File: src/rtl/delay_line_pkg.sv
// rtl/delay_line_pkg.sv - shared state encoding, sentinels and width helper for the delay-line loader
package delay_line_pkg;

  // Loader phases: one write phase per region of the array, plus the seal cycle.
  typedef enum logic [2:0] {
    IDLE = 3'd0,
    HEAD = 3'd1,
    FILL = 3'd2,
    TAIL = 3'd3,
    DONE = 3'd4
  } state_e;

  // Default sentinels the shift stage looks for at either end of the array.
  localparam logic [31:0] HEAD_WORD = 32'ha5a5a5a5;
  localparam logic [31:0] TAIL_WORD = 32'hdeadbeef;

  // Address width for a given depth; kept at least one bit so degenerate
  // depths still elaborate far enough to reach the depth check.
  function automatic int addr_width(input int depth);
    return (depth > 2) ? $clog2(depth) : 1;
  endfunction

endpackage

File: src/rtl/delay_line_loader.sv
// rtl/delay_line_loader.sv - writes head/fill/tail sentinels into the delay-line array, then seals it
module delay_line_loader
  import delay_line_pkg::*;
#(
  parameter int               DEPTH     = 10000,
  parameter int               WIDTH     = 32,
  parameter logic [WIDTH-1:0] HEAD_WORD = WIDTH'(delay_line_pkg::HEAD_WORD),
  parameter logic [WIDTH-1:0] TAIL_WORD = WIDTH'(delay_line_pkg::TAIL_WORD),
  parameter logic [WIDTH-1:0] FILL_WORD = '0
) (
  input  logic                          clk,
  input  logic                          rst,
  input  logic                          start,
  input  logic                          wr_ready,
  output logic                          wr_en,
  output logic [addr_width(DEPTH)-1:0]  wr_addr,
  output logic [WIDTH-1:0]              wr_data,
  output logic                          busy,
  output logic                          done,
  output logic                          sealed,
  output logic                          err
);

  localparam int AW = addr_width(DEPTH);

  // Terminal addresses are compared exactly, so the counter never wraps.
  localparam logic [AW-1:0] ADDR_ONE       = AW'(1);
  localparam logic [AW-1:0] ADDR_FILL_LAST = AW'(DEPTH - 2);
  localparam logic [AW-1:0] ADDR_TAIL      = AW'(DEPTH - 1);

  // An array with no room for both sentinels cannot be built.
  if (DEPTH < 2) begin : g_depth_check
    $error("delay_line_loader: DEPTH must be at least 2");
  end

  state_e        state;
  logic [AW-1:0] addr;
  logic          sealed_q;
  logic          err_q;
  logic          active;

  assign active = (state == HEAD) || (state == FILL) || (state == TAIL);

  // FSM and address counter: advance one entry per accepted write.
  always_ff @(posedge clk) begin
    if (rst) begin
      state    <= IDLE;
      addr     <= '0;
      sealed_q <= 1'b0;
      err_q    <= 1'b0;
    end else begin
      err_q <= start && active;
      case (state)
        IDLE, DONE: begin
          if (start) begin
            state    <= HEAD;
            addr     <= '0;
            sealed_q <= 1'b0;
          end else begin
            state <= IDLE;
          end
        end
        HEAD: begin
          if (wr_ready) begin
            if (DEPTH > 2) begin
              state <= FILL;
              addr  <= ADDR_ONE;
            end else begin
              state <= TAIL;
              addr  <= ADDR_TAIL;
            end
          end
        end
        FILL: begin
          if (wr_ready) begin
            if (addr == ADDR_FILL_LAST) begin
              state <= TAIL;
              addr  <= ADDR_TAIL;
            end else begin
              addr <= addr + ADDR_ONE;
            end
          end
        end
        TAIL: begin
          if (wr_ready) begin
            state    <= DONE;
            addr     <= '0;
            sealed_q <= 1'b1;
          end
        end
        default: state <= IDLE;
      endcase
    end
  end

  // Write data follows the phase; idle and seal cycles present zero.
  always_comb begin
    wr_data = '0;
    case (state)
      HEAD:    wr_data = HEAD_WORD;
      FILL:    wr_data = FILL_WORD;
      TAIL:    wr_data = TAIL_WORD;
      default: wr_data = '0;
    endcase
  end

  assign wr_en   = active;
  assign wr_addr = addr;
  assign busy    = active;
  assign done    = (state == DONE);
  assign sealed  = sealed_q;
  assign err     = err_q;

endmodule

File: config.mk
export PLATFORM = sky130hd
export DESIGN_NAME = delay_line_loader
export DESIGN_NICKNAME = d
export VERILOG_FILES = /design/src/rtl/delay_line_pkg.sv /design/src/rtl/delay_line_loader.sv
export SDC_FILE = /design/constraint.sdc
export NUM_CORES = 1
export LEC_CHECK = 0
export ABC_AREA = 1
export CAP_MARGIN = 40
export CORE_AREA = 2 2 91 58
export DETAILED_ROUTE_END_ITERATION = 16
export DIE_AREA = 0 0 93 60
export HOLD_SLACK_MARGIN = 0.12
export SYNTH_ARGS = -nofsm -noshare
export SYNTH_HDL_FRONTEND = slang
export SYNTH_SLANG_ARGS = --single-unit
File: constraint.sdc
create_clock -name clk -period 1.8 [get_ports clk]
set_clock_uncertainty 0.2 [all_clocks]
set_input_delay 0.18 -clock clk [delete_from_list [all_inputs] [get_ports clk]]
set_output_delay 0.18 -clock clk [all_outputs]
set_load 0.05 [all_outputs]
# Word-level counts from Yosys, hierarchy flattened
# Cells that the tools add are included.
[op_classes] muxes=16 add_sub_neg=1 n_reduce_logical=10 n_eq_ne=10
[op_table] op="$mux W14" count=5
[op_table] op="$pmux W32 S2" count=1
[op_table] op="$pmux W14 S4" count=1
[op_table] op="$add A14 B1 Y14 const B" count=1
[op_table] op="$eq A14 B14 Y1 const B" count=1
[op_table] op="$mux W3" count=4
[op_table] op="$pmux W3 S4" count=1
[op_table] op="$ne A2 B2 Y1 const B" count=4
[op_table] op="$eq A3 B2 Y1 const B" count=2
[op_table] op="$reduce_and A5 Y1" count=1
[op_table] op="$reduce_and A4 Y1" count=1
[op_table] op="$reduce_bool A4 Y1" count=1
[op_table] op="$eq A3 B1 Y1 const B" count=1
[op_table] op="$eq A3 B3 Y1 const B" count=1
[op_table] op="$logic_not A3 Y1" count=1
[op_table] op="$mux W1" count=3
[op_table] op="$reduce_and A3 Y1" count=1
[op_table] op="$logic_or A1 B1 Y1" count=2
[op_table] op="$ne A2 B1 Y1 const B" count=1
[op_table] op="$pmux W1 S2" count=1
[op_table] op="$reduce_bool A2 Y1" count=1
[op_table] op="$reduce_or A2 Y1" count=1
[op_table] op="$logic_and A1 B1 Y1" count=1
[word_totals] output_inout_bits=51 register_bits=19

# Logic depth before layout (Yosys ltp)
[logic_depth] ltp_word=4 mapped_depth=10 ltp_nobuf=9

# Least setup slack after synthesis
# OpenSTA, ideal clock, no wires.
[synth_path] path_kind="reg2out" start="reg state[0]" end="out wr_data[24]" stages_incl_launch_ff=6 arrival_ns=2.386 path_buffers=1 path_slack_ns=-0.966 path_cell_list="dfxtp_1 inv_2 nor2_1 nand2_1 inv_1 buf_4"
[synth_via] elab_chain_len=2 elab_cells_between_ends=3 cone_classes="eq/ne: 2; mux: 1"
[synth_rtl] item="start, declared" line="delay_line_loader.sv:36" text="state_e state;"
[synth_rtl] item="start signal, assigned" line="delay_line_loader.sv:47" text="state <= IDLE;"
[synth_rtl] item="start signal, assigned" line="delay_line_loader.sv:56" text="state <= HEAD;"
[synth_rtl] item="start signal, assigned" line="delay_line_loader.sv:60" text="state <= IDLE;"
[synth_rtl] item="$eq A3 B2 Y1 or $eq A3 B1 Y1 (tied branches)" line="delay_line_loader.sv:99" text="case (state)"
[synth_rtl] item="$pmux W32 S2 (*)" line="delay_line_loader.sv:99"
[synth_rtl] item="end, declared" line="delay_line_loader.sv:17" text="output logic [WIDTH-1:0] wr_data,"
# Mark *: on every way between the ends. The rest lies on a longest branch, timed or not.

# Worst setup path in the final report
[layout_path] start="reg state[0]" end="out wr_data[10]"
# Same word-level chain as after synthesis.

==> metrics.txt <==
clock buffer depth=2; Internal=1.47 mW; CP max stage delay=0.36 ns; Sw Ratio=49.0%; Syn Inst Count=218; Mean Syn Cell Area=6.32 um^2; GR Layer Usage met3=3.15%; Yosys cell types=23; TritonCTS clock tree=yes; final-report setup violation count=0; NetSw=1.41 mW; layout net count=259; largest net degree at the start of global routing=14; Leak=0.900 nW; Wirelength per Cell=11.4 um; Remaining DRCs=0; Hold Path Class=reg -> reg; endpoints failing hold=0; CP Class=reg -> out; CTS buffer count=3; Root Driver=clkbuf_8; Syn-to-layout area delta=56.9%; FF+latch count, synth=19; Critical Path RT=1.42 ns; synth top area cells=dfxtp_1 28%, nand2_1 17%, buf_4 16%; worst reg2reg path startpoint=wr_addr[0]; Finished Cell Area=0.00216 mm^2; WP buf/inv=3; initial antenna violation count=0; total track usage=13.2%; Max Slew Vio Count=0; # diodes=0; layout cells sized above 1=34.5%; latest clock arrival within the worst-skew pair=0.26 ns; Die Wd=93 um; vias post-DR=1376; Worst setup SP type=flop; gpl congestion=0.862; setup_tns=0 ns; Detailed Route WL=3630 um; first-pass GRT wire length=5790 um; grt met2 use=17.8%; num ports=55; register area=384 um^2; area of the multi-input gates=693 um^2; combinational fraction of design power=72.6%; vias per std cell=4.33; Setup crit end kind=output port; Max-cap violations=0; Synth area leader=dfxtp_1; die height=60 um; core area=0.00480 mm^2; crit path max-delay cell type=buf_4; VDD IR-drop max=0.000514 V; crit-path max FO=13; clock sink count=19; Final Util=45.0%; sequential power share=16.8%; TritonRoute pass-1 iters=4; DRT iter0 DRCs=125; initial core utilization=28.7%; Hold Crit Start=sealed; Peak Freq=572 MHz; status=complete, no violations; row count=20; ANT nets after route=0; Top Usage Layer GRT=met1; count of buffers from port buffering=49; # H-tree levels=1; Clock power frac=10.5%; Hold-fix buffers, CTS=0; dpl cell area=0.00208 mm^2; CP Data Arrival Time=1.37 ns; synthesized area=0.00138 mm^2; Fill cells=487; Global Route met1 Usage=21.0%; vias in the first global route=1147; Tcrit/Tclk final=97.1%; full die area=0.00558 mm^2; dpl hpwl=2940 um; post-synthesis sequential area ratio=27.6%; crit-path leading delay family=buffers and inverters; Pwr Total=2.88 mW; Power Density=1330 mW/mm^2; YS warnings=0; total gr overflow=0; post-synth top area share=27.6%; Reg clk slew, reported paths=0.08 ns; CP Launch Point=state[0]; minimum clock period=1.75 ns; worst path cell trace=inv_2 -> nor2_4 -> buf_4 -> buf_12
==> power by group through the flow <==
stage                     clock network [mW]  registers [mW]  logic, mW
final                                  0.304           0.486       2.10
after global routing                   0.331           0.488       2.18
after CTS                              0.315           0.484       2.09
after detailed placement                   0           0.495       2.08
after global placement                     0           0.493       2.08
after floorplan                            0           0.543       1.28
==> cell families after synthesis <==
logic type      Yosys count  share of synthesized area (%)
buf+inv                  59                           24.8
fa+ha+maj                 2                           1.82
simple gates            114                           36.8
other cells               1                          0.272
compound gates           23                           8.72
flops                    19                           27.6
==> synth_stat cells <==
cell / n
a21oi_1: 11
nor3_1: 1
nor2_4: 2
conb_1: 1
buf_6: 1
nand2_2: 7
dfxtp_1: 19
buf_4: 30
inv_1: 23
ha_1: 2
inv_2: 4
o21ai_1: 1
nand3_1: 15
nand4_1: 2
nand3b_1: 1
nor2_2: 2
clkbuf_1: 1
o21ai_0: 9
nor2_1: 19
nor3_2: 2
nand2_1: 63
a31oi_1: 1
o21ai_2: 1
==> metrics by stage <==
| step | hold slack (ns) | setup WS (ns) | cells |
|---|---|---|---|
| after floorplan | 0.0489 | -0.0595 | 222 |
| after global placement | 0.264 | 0.0856 | 313 |
| after detailed placement | 0.268 | 0.0437 | 313 |
| after CTS | 0.281 | 0.0169 | 317 |
| after global routing | 0.321 | -0.0147 | 318 |
| final | 0.293 | 0.0515 | 318 |
==> worst paths after layout <==
check / to / slack [ns] / cells after the start
max: wr_data[10] / 0.05 / 4
min: sealed / 0.29 / 2
min reg2reg: sealed / 0.29 / 2
max reg2reg: wr_addr[11] / 0.10 / 9
==> sequential cells by signal, summed over array words and instances, names as in the netlist <==
name     flops
wr_addr     14
state        3
err          1
sealed       1
==> cell usage in the layout, fill, tap and decap left out, drive strengths merged <==
cell           netlist  routed
clkbuf               1       4
clkdlybuf4s50        0       3
dfxtp               19      19
buf                 31      54
ha                   2       2
nand3               15      15
nor2                23      23
a21oi               11      11
nand3b               1       1
o21ai               11      11
clkinvlp             0       2
nand2               70      70
a31oi                1       1
nor3                 3       3
inv                 27      26
conb                 1       5
nand4                2       2
==> worst register-to-register path: cells and delay by family (launching register included) <==
kind / cells / cell delay, ns
and+or+nand+nor: 7 / 0.73
DFF: 1 / 0.36
adders and majority gates: 1 / 0.20
buffers and inverters: 1 / 0.09
==> what timing repair did <==
item | 4_1_cts | 5_1_grt
resized for setup | 0 | 5
setup endpoints to repair | 0 | 16
buffers inserted | 0 | 0
hold endpoints to repair | 0 | 0
==> per-layer routing <==
| metal | wire length [um] | vias to the layer above |
|---|---|---|
| met4 | 11 | 0 |
| met3 | 281 | 2 |
| met5 | 0 | - |
| li1 | - | 718 |
| met2 | 1480 | 40 |
| met1 | 1860 | 616 |
==> area by class of cell <==
class	instances	share of cell area, %
repair buffers	58	39.2
multi-input cells	144	32.1
flip-flops and latches	19	17.8
inverters	27	4.86
well taps	66	3.82
clock buffers	3	1.91
clock inverters	1	0.347
(Power assumes the default switching activity.)
